File: config.mk
export PLATFORM = sky130hd
export DESIGN_NAME = modsq_coeff_normalizer
export DESIGN_NICKNAME = d
export VERILOG_FILES = /design/src/rtl/modsq_coeff_normalizer.sv
export SDC_FILE = /design/constraint.sdc
export NUM_CORES = 1
export LEC_CHECK = 0
export ABC_AREA = 1
export CAP_MARGIN = 10
export CORE_MARGIN = 2
export CORE_UTILIZATION = 52
export CTS_BUF_LIST = sky130_fd_sc_hd__clkbuf_8
export DETAILED_ROUTE_END_ITERATION = 10
export GPL_ROUTABILITY_DRIVEN = 0
export GPL_TIMING_DRIVEN = 1
export PLACE_DENSITY = 0.88
export RECOVER_POWER = 25
export SKIP_CTS_REPAIR_TIMING = 1
export SLEW_MARGIN = 20
export SYNTH_ARGS = -nofsm -noshare
export SYNTH_HDL_FRONTEND = slang
export SYNTH_SLANG_ARGS = --single-unit
File: constraint.sdc
create_clock -name clk -period 6.8 [get_ports clk]
set_input_delay 0.68 -clock clk [delete_from_list [all_inputs] [get_ports clk]]
set_output_delay 0.68 -clock clk [all_outputs]
set_load 0.01 [all_outputs]
File: src/rtl/modsq_coeff_normalizer.sv
// Carry-propagating return path for the modular squarer: folds redundant
// BIT_LEN-bit coefficients into canonical WORD_LEN digits, one per cycle.
`ifndef MOD_LEN_DEF
`define MOD_LEN_DEF 32
`endif

module modsq_coeff_normalizer #(
  parameter int MOD_LEN               = `MOD_LEN_DEF,
  parameter int WORD_LEN              = 16,
  parameter int BIT_LEN               = 17,
  parameter int REDUNDANT_ELEMENTS    = 2,
  parameter int NONREDUNDANT_ELEMENTS = MOD_LEN / WORD_LEN,
  parameter int NUM_ELEMENTS          = REDUNDANT_ELEMENTS + NONREDUNDANT_ELEMENTS,
  parameter int SQ_OUT_BITS           = NUM_ELEMENTS * WORD_LEN * 2,
  parameter int CARRY_BITS            = 2
) (
  input  logic                             clk,
  input  logic                             reset,
  input  logic                             in_valid,
  input  logic [SQ_OUT_BITS-1:0]           sq_out,
  output logic                             in_ready,
  output logic                             out_valid,
  input  logic                             out_ready,
  output logic [NUM_ELEMENTS*WORD_LEN-1:0] out_data,
  output logic [CARRY_BITS-1:0]            out_carry
);

  localparam int IDX_W = (NUM_ELEMENTS > 1) ? $clog2(NUM_ELEMENTS) : 1;
  localparam int DW    = NUM_ELEMENTS * WORD_LEN;

  typedef enum logic [1:0] {IDLE, ACCUM, DONE} state_t;

  state_t                                state_q, state_d;
  logic [NUM_ELEMENTS-1:0][BIT_LEN-1:0]  coeff_q, coeff_d;
  logic [CARRY_BITS-1:0]                 carry_q, carry_d;
  logic [IDX_W-1:0]                      idx_q, idx_d;
  logic [DW-1:0]                         data_q, data_d;
  logic [CARRY_BITS-1:0]                 ocarry_q, ocarry_d;
  logic [BIT_LEN:0]                      sum;

  // Padding bits above each coefficient slot carry no information.
  logic unused_sq;
  assign unused_sq = ^sq_out;

  always_ff @(posedge clk or posedge reset) begin
    if (reset) begin
      state_q  <= IDLE;
      coeff_q  <= '0;
      carry_q  <= '0;
      idx_q    <= '0;
      data_q   <= '0;
      ocarry_q <= '0;
    end else begin
      state_q  <= state_d;
      coeff_q  <= coeff_d;
      carry_q  <= carry_d;
      idx_q    <= idx_d;
      data_q   <= data_d;
      ocarry_q <= ocarry_d;
    end
  end

  always_comb begin
    state_d  = state_q;
    coeff_d  = coeff_q;
    carry_d  = carry_q;
    idx_d    = idx_q;
    data_d   = data_q;
    ocarry_d = ocarry_q;
    sum      = '0;
    case (state_q)
      IDLE: begin
        if (in_valid) begin
          for (int j = 0; j < NUM_ELEMENTS; j++)
            coeff_d[j] = sq_out[j*2*WORD_LEN +: BIT_LEN];
          carry_d = '0;
          idx_d   = '0;
          state_d = ACCUM;
        end
      end
      ACCUM: begin
        sum     = (BIT_LEN+1)'(coeff_q[idx_q]) + (BIT_LEN+1)'(carry_q);
        // Digits enter at the top; after NUM_ELEMENTS shifts digit 0 sits at the bottom.
        data_d  = {sum[WORD_LEN-1:0], data_q[DW-1:WORD_LEN]};
        carry_d = CARRY_BITS'(sum >> WORD_LEN);
        if (idx_q == IDX_W'(NUM_ELEMENTS - 1)) begin
          ocarry_d = carry_d;
          state_d  = DONE;
        end else begin
          idx_d = idx_q + IDX_W'(1);
        end
      end
      DONE: begin
        if (out_ready) state_d = IDLE;
      end
      default: state_d = IDLE;
    endcase
  end

  assign in_ready  = (state_q == IDLE);
  assign out_valid = (state_q == DONE);
  assign out_data  = data_q;
  assign out_carry = ocarry_q;

endmodule

# --- Yosys cells after proc, flatten, opt, wreduce, memory -nomap -nowiden ---
# Index checks and enable logic that the tools add are counted.
word_totals:
  reg_bits: 140
  out_inout_bits: 68
  wordCells: 36
classes:
  n_eq_ne: 7
  n_lt_le_gt_ge: 1
  addsub: 2
  mux: 10
  n_reduce_logical: 7
ops:
  columns: ["operator", "count"]
  rows:
  - ["binary-select mux 17 bit (select 2 bit)", 1]
  - ["adder 17 x 2 -> 18 bit", 1]
  - ["two-way mux 17 bit", 1]
  - ["two-way mux 2 bit", 5]
  - ["case mux 2 bit (2 select lines)", 2]
  - ["inequality test 2 bit (second input constant)", 3]
  - ["case mux 2 bit (3 select lines)", 1]
  - ["AND reduction 2 bit", 3]
  - ["AND reduction 3 bit", 2]
  - ["equality test 2 bit (second input constant)", 2]
  - ["less-than comparator 2 x 3 -> 1 bit (second input constant)", 1]
  - ["adder 2 x 1 -> 2 bit (second input constant)", 1]
  - ["equality test 2 x 1 -> 1 bit (second input constant)", 1]
  - ["logical NOT 2 bit", 1]
  - ["inequality test 2 x 1 -> 1 bit (second input constant)", 1]
  - ["nonzero test 2 bit", 1]

# --- Logic depth before layout (Yosys ltp) ---
logic_depth:
  ltp_word: 4
  ltp_mapped: 16
  depth_no_buf: 14

# --- Least setup slack after synthesis ---
# No wires, ideal clock.
synth_timing:
  kind: "reg2reg"
  from: "register idx_q[1]"
  to: "register data_q[62], in the netlist out_data[62]"
  slack_ps: 4537
  path_stages_with_launch: 17
  setup_time_ps: 117
  t_required_ps: 6683
  arrival_ps: 2147
  period_less_slack_ps: 2263
  cell_sequence: "dfrtp_1 -> buf_6 -> inv_4 -> buf_6 -> o21ai_0 -> o22ai_1 -> ha_1 -> inv_1 -> fa_1 -> nor2_1 -> nand2_1 -> nor2_2 -> nand2_1 -> nand2_1 -> nand2_1 -> nand2_1 -> nand2_1"
synth_via:
  elab_chain_len: 3
synth_lines:
  columns: ["element", "line_no", "rtl"]
  rows:
  - ["start, declared", "36", "logic [IDX_W-1:0] idx_q, idx_d;"]
  - ["start signal, assigned", "57", "idx_q <= idx_d;"]
  - ["binary-select mux 17 bit (select 2 bit)", "82", "sum = (BIT_LEN+1)'(coeff_q[idx_q]) + (BIT_LEN+1)'(carry_q);"]
  - ["two-way mux 17 bit (not written as such)", "82", null]
  - ["adder 17 x 2 -> 18 bit", "82", null]
  - ["end signal, assigned", "58", "data_q <= data_d;"]
  - ["end, declared", "37", "logic [DW-1:0] data_q, data_d;"]
# Every way passes these cells. The select of a mux whose other input is x is not followed.
# A chain may end at the register's enable or synchronous reset.

==> results.md <==
Status:
- The flow ran to the end, but the final reports show violations.
- The checks that failed: max-capacitance violations, max-slew violations.

Logic synthesis:
- The fraction of registers with async set or reset after synthesis is 100%.
- In this run, synthesis inferred 0 flip-flops with an integrated enable.
- The synthesized netlist cell count is 795.
- The cell area after technology mapping is 6380 um^2.
- For this run, the leading register cell type out of synthesis is dfrtp_1.
- In this run the biggest area consumer among cell types represents 54.9% of the synthesized area.
- The post-synth net total is 931.
- The synthesized netlist devotes 0.902% of its cell area to adder and majority cells.
- The biggest area contributor in the post-synthesis netlist is dfrtp_1.
- Of the total synthesized cell area, the portion taken by AND, OR, NAND and NOR gates is 33.4%.
- The number of distinct standard cells referenced by the synthesized netlist is 33.
- The complex-gate fraction of the synthesized area is 4.38%.
- By area, the combinational part of the netlist is dominated by simple AND/OR/NAND/NOR gates.
- The number of synthesized register bits is 140.
- The average cell area after synthesis is 8.02 um^2.
- Yosys instantiated no cell more often than nand2_1.
- The commonest cells after synthesis are 411 x nand2_1, 140 x dfrtp_1, 43 x o21ai_0, 41 x inv_1, 40 x nand3_1.
- Of the synthesized area, sequential elements account for 54.9%.
- Of the total synthesized cell area, the portion taken by XOR and XNOR cells is 0.275%.
- The number of synthesis warnings is 0.
- Ranked by total cell area, the synthesized netlist is headed by dfrtp_1 55%, nand2_1 24%, o21ai_0 3.4%.
- After synthesis, the share of cell area in mux cells is 0%.

Timing:
- The number of hold violations in the final report is 0.
- The worst setup slack after layout is 3440 ps.
- In this run the tightest slew margin relative to its limit is -81.2%.
- The post-layout minimum cycle time is 3360 ps.
- Static timing analysis puts the maximum clock frequency at 298 MHz.
- The number of max-slew violations in the final report is 130.
- The slew at the pin closest to its max-slew limit is 2700 ps.
- The number of failing setup endpoints in the final timing report is 0.
- The worst clock skew on the final layout is 11.9 ps.
- For the final routed database, the setup TNS stands at 0 ps.
- Setup repair after global routing left no endpoint under its margin.
- The final cycle utilization of the critical path is 49.4%.

Min path:
- The path class of the tightest hold or removal check is flop to flop.
- In this run the most critical hold path is launched from out_data[6]$_DFFE_PP0P_.
- The hold path depth is 2.
- The worst hold path terminates at out_data[6]$_DFFE_PP0P_.

Floorplanning:
- The row count is 40.
- The area of the core is 12000 um^2.
- The floorplan step set the die width to 115 um.
- For this configuration, the core starts out at a cell density of 53.1%.
- The height of the die is 115 um.
- The die covers 13200 um^2.
- The I/O pin count is 200.

Global route:
- The number of global-route vias before repair is 5006.
- The first-pass GRT wire length is 23.7 mm.
- For this run the aggregate overflow at the end of global routing stands at 0.
- The overall global routing resource usage is 22.8%.
- The initial antenna violation count is 0.
- Entering global routing, the biggest net connects 80 pins.

Clock tree:
- Clock tree synthesis selected as its root buffer the cell clkbuf_8.
- The clock insertion delay at the later pin of the skew report is 440 ps.
- The clock sink count is 140.
- Counting the buffers created by CTS gives 17.
- The clock tree buffer depth is 2.
- The TritonCTS clock tree is done.
- The H-tree was split into 4 levels.
- After clock tree synthesis, the clock-pin slew on the worst setup and hold paths is 80 ps.

Job:
- The tool flagged a number of max-cap violations equal to 2.

Cells and area:
- After routing the design area is 8200 um^2.
- The post-route netlist has 8.37% of its cells at a drive strength greater than 1.
- The post-route non-filler standard cell count is 1079.
- The number of filler instances in the final layout is 979.
- In the final layout, the multi-input gates occupy 2490 um^2.
- The number of nets in the final layout is 1055.
- The repair_antennas step left the layout with diodes totalling 0.
- The footprint of the flip-flops and latches is 3500 um^2.
- The area added between synthesis and finish is 28.6%.

Worst setup path:
- The kind of start point of the critical path is a primary input.
- The signal arrival time at the worst endpoint is 3780 ps.
- The type of element capturing the critical path is an async pin.
- The class of the most critical setup path is primary input to async pin.
- The biggest fanout along the worst timing path is 79.
- The worst register-to-register path has a depth of 5.
- In this run the critical register-to-register path is captured at out_data[39]$_DFFE_PP0P_.
- At the worst endpoint, the required time is 7220 ps.
- Across all register-to-register paths, the minimum setup slack is 3730 ps.
- The beginning of the worst register-to-register path is state_q[0]$_DFFE_PP0P_.

Routing:
- The total DRC errors in the routed layout is 0.
- Before antenna repair, the detailed router went through 5 iterations.
- The violation count after the first detailed-routing iteration is 398.
- The wire length after detailed routing is 14.2 mm.
- Once detail routing completed, the nets flagged for antenna violations numbered 0.
- The routed via count divided by cell count is 4.99.
- The via count is 5384.
- The per-cell routed wire length is 13.1 um.

Power:
- IR analysis of the VDD net gives a maximum drop of 0.190 mV.
- In this run the power density over the cells is 482 nW/um^2.
- The leakage power is 4.08 nW.

Placed design:
- Once placement completed, the tool counted placed cells totaling 1047.
- The final HPWL from detailed placement is 9.65 mm.
- The count of buffers added on input and output ports is 139.
- Timing analysis after detailed placement gives a worst setup slack of 3870 ps.
- Once placement finished, the instance area stood at 7790 um^2.
-- cell families (layout without fill, tap and decap cells) --
kind of cell | after synthesis | after routing
XOR/XNOR | 2 | 2
AND/OR/NAND/NOR | 511 | 511
adder cells (fa/ha/maj) | 4 | 4
AO/OA/AOI/OAI | 53 | 53
flip-flops | 140 | 140
buffers and inverters | 85 | 222
-- critical path: stages --
cell	delay (ps)
dlygate4sd3_1	550
clkinvlp_2	1520
buf_4	980
-- placed cells by master (no fill, tap or decap), drive strengths merged, types with 3 or more instances in the layout --
master         instances
a31oi                  3
buf                    3
bufinv                 3
clkbuf                19
clkdlybuf4s50        138
clkinv                 6
clkinvlp               7
dfrtp                140
ha                     3
inv                   45
nand2                424
nand3                 48
nand3b                 3
nor2                  34
o21ai                 44
-- area by class of cell --
| class | instances | share of cell area [%] |
|---|---|---|
| sequential | 140 | 42.7 |
| multi-input combinational | 570 | 30.4 |
| timing repair buffer | 143 | 17.3 |
| clock buffer | 18 | 3.02 |
| inverter | 47 | 2.26 |
| tap | 147 | 2.24 |
| clock inverter | 14 | 2.09 |
-- routing by layer --
| layer | wire length [um] | vias to the layer above | share of wire [%] | track usage (%) |
|---|---|---|---|---|
| met5 | 0 | - | 0 | 0 |
| met4 | 274 | 0 | 1.9 | 7.71 |
| met3 | 845 | 25 | 6.0 | 5.17 |
| met2 | 6600 | 186 | 47 | 34.8 |
| met1 | 6460 | 2483 | 46 | 32.5 |
| li1 | - | 2690 | - | - |
-- through the flow --
stage          utilization, %  hold slack, ps  power (mW)
2_1_floorplan               -             444        2.62
3_3_place_gp             64.9             452        3.21
3_5_place_dp             64.9             458        3.28
4_1_cts                  68.4             478        3.98
5_1_grt                  68.3             493        4.29
6_report                 68.3             472        3.96
-- where the power goes --
group / leakage [nW] / switching (mW) / total (mW) / internal (mW)
clock network: 0.193 / 0.322 / 0.693 / 0.372
registers: 1.76 / 0.241 / 1.46 / 1.22
logic: 2.13 / 1.06 / 1.80 / 0.741
total: 4.08 / 1.63 / 3.96 / 2.33
-- how the worst max path moves through the flow --
stage / startpoint / to / slack (ps) / depth (start not counted)
after global routing: reset / coeff_q[62]$_DFFE_PP0P_ / 2840 / 3
after floorplan: reset / carry_q[0]$_DFFE_PP0P_ / 2370 / 1
after CTS: idx_q[1]$_DFFE_PP0P_ / out_data[58]$_DFFE_PP0P_ / 3880 / 10
after global placement: in_valid / idx_q[1]$_DFFE_PP0P_ / 3890 / 8
final: reset / coeff_q[0]$_DFFE_PP0P_ / 3440 / 3
after detailed placement: in_valid / idx_q[1]$_DFFE_PP0P_ / 3870 / 8
-- registers in the layout, indices dropped and copies added (netlist names) --
signal     cells
carry_q        2
coeff_q       68
idx_q          2
out_carry      2
out_data      64
state_q        2
Power figures use the tool's default switching activity.
